## config.mk

```make
export PLATFORM = sky130hd
export DESIGN_NAME = sevenseg_scan_decoder
export DESIGN_NICKNAME = d
export VERILOG_FILES = /design/src/rtl/sevenseg_scan_decoder.sv
export SDC_FILE = /design/constraint.sdc
export NUM_CORES = 1
export LEC_CHECK = 0
export BUFFER_PORTS_ARGS = -buffer_cell sky130_fd_sc_hd__buf_2
export CAP_MARGIN = 10
export CORE_MARGIN = 1.5
export CORE_UTILIZATION = 59
export DETAILED_ROUTE_END_ITERATION = 8
export HOLD_SLACK_MARGIN = 0.05
export PLACE_DENSITY = 0.79
export SYNTH_ARGS = -nofsm -noshare
export SYNTH_HDL_FRONTEND = slang
export SYNTH_SLANG_ARGS = --single-unit
```

## constraint.sdc

```tcl
create_clock -name clk -period 4.7 [get_ports clk]
set_input_delay 0.47 -clock clk [delete_from_list [all_inputs] [get_ports clk]]
set_output_delay 0.47 -clock clk [all_outputs]
set_load 0.01 [all_outputs]
```

## src/rtl/sevenseg_scan_decoder.sv

```systemverilog
`default_nettype none
// ============================================================================
// Module   : sevenseg_scan_decoder
// Purpose  : Receive end of the multiplexed 4-digit seven-segment bus.
//            Rebuilds the displayed value as four BCD digits plus a
//            decimal-point mask. A settle filter rejects anode-switch
//            glitches. Each completed scan of all four digits publishes
//            one coherent frame, marked by a one-cycle strobe.
// Ports    : clk, reset (async, active-high)
//            seg[6:0] {g,f,e,d,c,b,a} active-low, dp active-low,
//            an[3:0] active-low anodes (an[0] = rightmost digit)
//            digit0..digit3[3:0], dp_mask[3:0], frame_valid,
//            decode_err (sticky), scan_stall (level)
// Params   : SETTLE_CYCLES  (1..255)   identical samples before capture
//            TIMEOUT_CYCLES (1..65535) capture-free cycles before stall
// Options  : define SEVENSEG_SCAN_BLANK_EN to decode the all-off segment
//            pattern as blank (4'hF) instead of an unknown pattern.
// Revision : 1.0 - initial release
// ============================================================================
module sevenseg_scan_decoder #(
    parameter int SETTLE_CYCLES  = 4,
    parameter int TIMEOUT_CYCLES = 65535
) (
    input  logic       clk,
    input  logic       reset,
    input  logic [6:0] seg,
    input  logic       dp,
    input  logic [3:0] an,
    output logic [3:0] digit0,
    output logic [3:0] digit1,
    output logic [3:0] digit2,
    output logic [3:0] digit3,
    output logic [3:0] dp_mask,
    output logic       frame_valid,
    output logic       decode_err,
    output logic       scan_stall
);

    localparam logic [1:0]  c_idle    = 2'd0;
    localparam logic [1:0]  c_settle  = 2'd1;
    localparam logic [1:0]  c_held    = 2'd2;
    localparam logic [7:0]  c_settle_target = 8'(SETTLE_CYCLES);
    localparam logic [15:0] c_timeout       = 16'(TIMEOUT_CYCLES);

    logic [1:0]  r_state;
    logic [7:0]  r_count;
    logic [11:0] r_prev;
    logic [3:0]  r_slot [4];
    logic [3:0]  r_slot_dp;
    logic [3:0]  r_capture_mask;
    logic [15:0] r_stall_cnt;

    logic [11:0] w_sample;
    logic        w_same;
    logic        w_anode_valid;
    logic [1:0]  w_idx;
    logic [3:0]  w_code;
    logic        w_unknown;
    logic [1:0]  w_state_next;
    logic [7:0]  w_count_next;
    logic        w_evaluate;
    logic        w_capture;
    logic [3:0]  w_cap_bit;
    logic [3:0]  w_mask_next;
    logic        w_frame_done;
    logic [3:0]  w_slot_next [4];
    logic [3:0]  w_slot_dp_next;

    assign w_sample = {an, seg, dp};
    assign w_same   = (w_sample == r_prev);

    // Exactly one anode low selects a digit; anything else is a blanking gap.
    always_comb begin
        w_anode_valid = 1'b1;
        w_idx         = 2'd0;
        case (an)
            4'b1110: w_idx = 2'd0;
            4'b1101: w_idx = 2'd1;
            4'b1011: w_idx = 2'd2;
            4'b0111: w_idx = 2'd3;
            default: w_anode_valid = 1'b0;
        endcase
    end

    // Active-low {g,f,e,d,c,b,a} to BCD.
    always_comb begin
        w_code    = 4'hE;
        w_unknown = 1'b0;
        case (seg)
            7'b1000000: w_code = 4'd0;
            7'b1111001: w_code = 4'd1;
            7'b0100100: w_code = 4'd2;
            7'b0110000: w_code = 4'd3;
            7'b0011001: w_code = 4'd4;
            7'b0010010: w_code = 4'd5;
            7'b0000010: w_code = 4'd6;
            7'b1111000: w_code = 4'd7;
            7'b0000000: w_code = 4'd8;
            7'b0010000: w_code = 4'd9;
`ifdef SEVENSEG_SCAN_BLANK_EN
            7'b1111111: w_code = 4'hF;
`endif
            default: begin
                w_code    = 4'hE;
                w_unknown = 1'b1;
            end
        endcase
    end

    // Settle filter. w_evaluate marks cycles where the new count is compared
    // against the target, so capture lands on the edge that completes the
    // run of identical samples (SETTLE_CYCLES = 1 captures immediately).
    always_comb begin
        w_state_next = r_state;
        w_count_next = r_count;
        w_evaluate   = 1'b0;
        case (r_state)
            c_idle: begin
                if (w_anode_valid) begin
                    w_count_next = 8'd1;
                    w_evaluate   = 1'b1;
                end
            end
            c_settle: begin
                if (!w_anode_valid) begin
                    w_state_next = c_idle;
                    w_count_next = 8'd0;
                end else begin
                    w_count_next = w_same ? (r_count + 8'd1) : 8'd1;
                    w_evaluate   = 1'b1;
                end
            end
            c_held: begin
                if (!w_anode_valid) begin
                    w_state_next = c_idle;
                    w_count_next = 8'd0;
                end else if (!w_same) begin
                    w_count_next = 8'd1;
                    w_evaluate   = 1'b1;
                end
            end
            default: begin
                w_state_next = c_idle;
                w_count_next = 8'd0;
            end
        endcase
        w_capture = w_evaluate && (w_count_next == c_settle_target);
        if (w_evaluate) begin
            w_state_next = w_capture ? c_held : c_settle;
        end
    end

    // Staging slots after this cycle's capture, so a frame that completes on
    // this edge publishes the digit captured on this same edge.
    always_comb begin
        w_cap_bit      = w_capture ? (4'b0001 << w_idx) : 4'b0000;
        w_mask_next    = r_capture_mask | w_cap_bit;
        w_frame_done   = (w_mask_next == 4'b1111);
        w_slot_dp_next = r_slot_dp;
        for (int j = 0; j < 4; j++) begin
            w_slot_next[j] = r_slot[j];
            if (w_cap_bit[j]) begin
                w_slot_next[j]    = w_code;
                w_slot_dp_next[j] = ~dp;
            end
        end
    end

    always_ff @(posedge clk or posedge reset) begin
        if (reset) begin
            r_state        <= c_idle;
            r_count        <= 8'd0;
            r_prev         <= 12'd0;
            r_slot_dp      <= 4'd0;
            r_capture_mask <= 4'd0;
            r_stall_cnt    <= 16'd0;
            for (int j = 0; j < 4; j++) begin
                r_slot[j] <= 4'd0;
            end
            digit0         <= 4'd0;
            digit1         <= 4'd0;
            digit2         <= 4'd0;
            digit3         <= 4'd0;
            dp_mask        <= 4'd0;
            frame_valid    <= 1'b0;
            decode_err     <= 1'b0;
        end else begin
            r_state   <= w_state_next;
            r_count   <= w_count_next;
            r_prev    <= w_sample;
            r_slot_dp <= w_slot_dp_next;
            for (int j = 0; j < 4; j++) begin
                r_slot[j] <= w_slot_next[j];
            end
            r_capture_mask <= w_frame_done ? 4'd0 : w_mask_next;
            frame_valid    <= w_frame_done;
            if (w_frame_done) begin
                digit0  <= w_slot_next[0];
                digit1  <= w_slot_next[1];
                digit2  <= w_slot_next[2];
                digit3  <= w_slot_next[3];
                dp_mask <= w_slot_dp_next;
            end
            if (w_capture && w_unknown) begin
                decode_err <= 1'b1;
            end
            if (w_capture) begin
                r_stall_cnt <= 16'd0;
            end else if (r_stall_cnt != c_timeout) begin
                r_stall_cnt <= r_stall_cnt + 16'd1;
            end
        end
    end

    assign scan_stall = (r_stall_cnt == c_timeout);

endmodule
`default_nettype wire

```

==> out/results.ini <==
[synthesis]
synthArstFlopShare=1.000
synth_common_cells=dfrtp_1, nor2_1, nand2_1
synth.net_count=387
synth.most_common_cell=dfrtp_1
yosysUniqueCellTypes=59
ys_warn_count=0
ys_seq_elements=84
seq_area_frac_synth=0.5103
syn-cell-area_sq_mm=0.004119
synth_area_leader_cell=dfrtp_1
synth_area_leaders=dfrtp_1, mux2_2, xor2_1
syn-mean-instance-area_sq_um=11.25
yosysTopAreaCellShare=0.5103
yosys_most_used_dff=dfrtp_1
synth_edf_count=0
synth_cells=366

[sta]
max_freq_ghz=0.2682
rsz0062_at_grt=no
slew_headroom=0.3459
maxSlewViolCount=0
period_minus_slack_ns=3.728
clock_skew_ns=0.01125
fin_crit_sh=0.7933
hold_viol_final=0
tns_ns=0
finalSetupViolCount=0
worst_pin_slew_ns=0.9689
setup_ws_ns=0.9717

[setup_path]
slowest_delay_ns=0.55
crit_chain=inv_1 > ha_1 > nor2b_1 > o21ai_0 > a221oi_1 > or4b_4 > a2111oi_2 > a21oi_1 > nor4_4 > buf_4 > mux2_1
timing.rr.end=digit3[0]$_DFFE_PP0N_
required_ns=4.93
reg2regPathDepth=11
path_class=reg2reg
regToRegStartpoint=r_state[1]$_DFFE_PP0P_
cp_max_fo=25
end_kind=flip-flop
startpoint_type=flip-flop
critPathLaunch=r_state[1]$_DFFE_PP0P_
crit_end=digit3[0]$_DFFE_PP0N_
arrival_ns=3.95
r2r_slack_ns=0.97
cpMaxStageDelayCell=or4b_4

[pwr]
p_comb_frac=0.197
pwr-share-clk=0.316
pwr-share-seq=0.487
power_density_mw_per_mm2=396.7
leakagePower_uw=0.002191
vdd_ir_drop_max_mv=0.3040
sw_frac_of_total=0.3100
switching_power_uw=564.8
p_int_uw=1257

[floorplan]
core_area_sq_mm=0.006756
die-area_sq_mm=0.007492
rows=30
io_pins=37
initial_core_util=0.6096
dieWidth_microns=86.56
dieHeight_microns=86.56

[placed_design]
io_buffer_count=36
preCtsSetupSlack_ns=0.8801
dp_hpwl_microns=5552
place_congestion=0.8659

[drt]
drt-initial-drc-count=121
num_vias=2913
ant_nets=0
wl_per_cell_microns=16.58
via_per_inst=5.945
wl_microns=8122
first_pass_iters=4
drc=0

[layout]
nets=427
layout-drive-gt1-share=0.2195
syn_to_final_growth_pct=11.51
n_antenna_cell=0

[global_route]
track_usage=0.2357
grt_max_degree=66
grt_overflow=0
grt_pass1_vias=2875
grt_pass1_wl_microns=13540
antenna_found_initial=0

[cts]
clock_latency_ns=0.36
cts_made_buffers=9
htreeDepth=3
clock_sinks=84
cts_root_buffer=clkbuf_8
clk_pin_slew_ns=0.08
cts_tree=done
cts_buffer_depth=2

[min_path]
holdCritStartpoint=seg[1]
hp-class=in2reg

[outcome]
status=finished clean

[run]
cap_violations=0

[flip-flops by register name, summed over array words and instances (netlist names), 4 cells and up]
signal,count
r_capture_mask,4
digit0,4
r_slot_dp,4
digit2,4
r_slot,16
digit3,4
dp_mask,4
r_stall_cnt,16
r_count,8
digit1,4
r_prev,12
[critical path: cells and delay by family (launching register included)]
kind / cells / cell delay (ns)
AND/OR/NAND/NOR: 3 / 1.01
AO/OA/AOI/OAI: 4 / 0.92
buffers and inverters: 2 / 0.45
flip-flops: 1 / 0.42
adder cells (fa/ha/maj): 1 / 0.40
multiplexers: 1 / 0.38
[final cells by class]
type / count / area (sq um)
Clock buffer: 10 / 137.6
Tap cell: 80 / 100.1
Clock inverter: 5 / 85.08
Fill cell: 505 / 2163
Multi-Input combinational cell: 260 / 1913
Inverter: 11 / 42.54
Sequential cell: 84 / 2102
Timing Repair Buffer: 40 / 212.7
[layer usage]
layer	global-route usage	up-vias	wire length [microns]
li1	-	1394	-
met1	0.3208	1442	3856
met2	0.3729	68	3782
met3	0.06857	9	388
met4	0.06305	0	95
met5	0	-	0
[layout by cell type (no fill, tap or decap), types with 3 or more instances in the layout]
master	synthesis	layout
a21oi_1	12	12
a22o_1	3	3
a31oi_1	4	4
and3_1	3	3
buf_2	5	36
buf_4	0	3
clkbuf_8	0	10
dfrtp_1	84	84
ha_1	7	7
inv_1	11	10
mux2_1	14	14
mux2_2	22	22
mux2i_1	6	6
nand2_1	23	23
nand3_1	13	13
nand4_1	9	9
nand4b_1	4	4
nor2_1	38	38
nor2b_1	6	6
nor3_1	8	8
nor3_2	3	3
o211ai_1	3	3
o21a_1	4	4
o21ai_0	7	7
xnor2_1	6	6
xor2_1	22	22
[through the flow]
stage	instances	area, sq um	util	power [uW]	hold WS (ns)
floorplan	366	4119	-	1169	0.4668
global placement	474	4360	0.6454	1237	0.4343
detailed placement	474	4360	0.6454	1254	0.4431
CTS	490	4593	0.6798	1830	0.2819
global route	490	4593	0.6798	1925	0.2835
finish	490	4593	0.6798	1822	0.2988
[power groups by stage]
stage          clock network, uW  logic (uW)  registers [uW]
2_1_floorplan                  0         288             881
3_3_place_gp                   0         341             896
3_5_place_dp                   0         356             898
4_1_cts                      586         359             885
5_1_grt                      618         407             900
6_report                     576         359             887
[cells by family after synthesis]
| group | Yosys count | synth area share |
|---|---|---|
| multiplexers | 42 | 0.1130 |
| flip-flops | 84 | 0.5103 |
| AO/OA/AOI/OAI | 55 | 0.09599 |
| adder cells (fa/ha/maj) | 7 | 0.02126 |
| XOR/XNOR | 29 | 0.06349 |
| buffers and inverters | 22 | 0.02521 |
| AND/OR/NAND/NOR | 127 | 0.1707 |
[timing repair]
item / 4_1_cts / 5_1_grt
endpoints found under the setup margin: 0 / 0
hold buffers: 1 / 0
setup buffers: 0 / 0
gates resized for setup: 0 / 0
endpoints found under the hold margin: 3 / 0
[how the worst min path moves through the flow]
stage | slack (ns) | cells past startpoint | endpoint
finish | 0.30 | 1 | r_prev[2]$_DFF_PP0_
global route | 0.28 | 1 | r_prev[2]$_DFF_PP0_
CTS | 0.28 | 1 | r_prev[2]$_DFF_PP0_
detailed placement | 0.44 | 1 | decode_err$_DFFE_PP0P_
global placement | 0.43 | 2 | digit1[1]$_DFFE_PP0N_
floorplan | 0.47 | 1 | r_slot[12]$_DFF_PP0_
No activity file was read; power rests on OpenSTA's default activity.
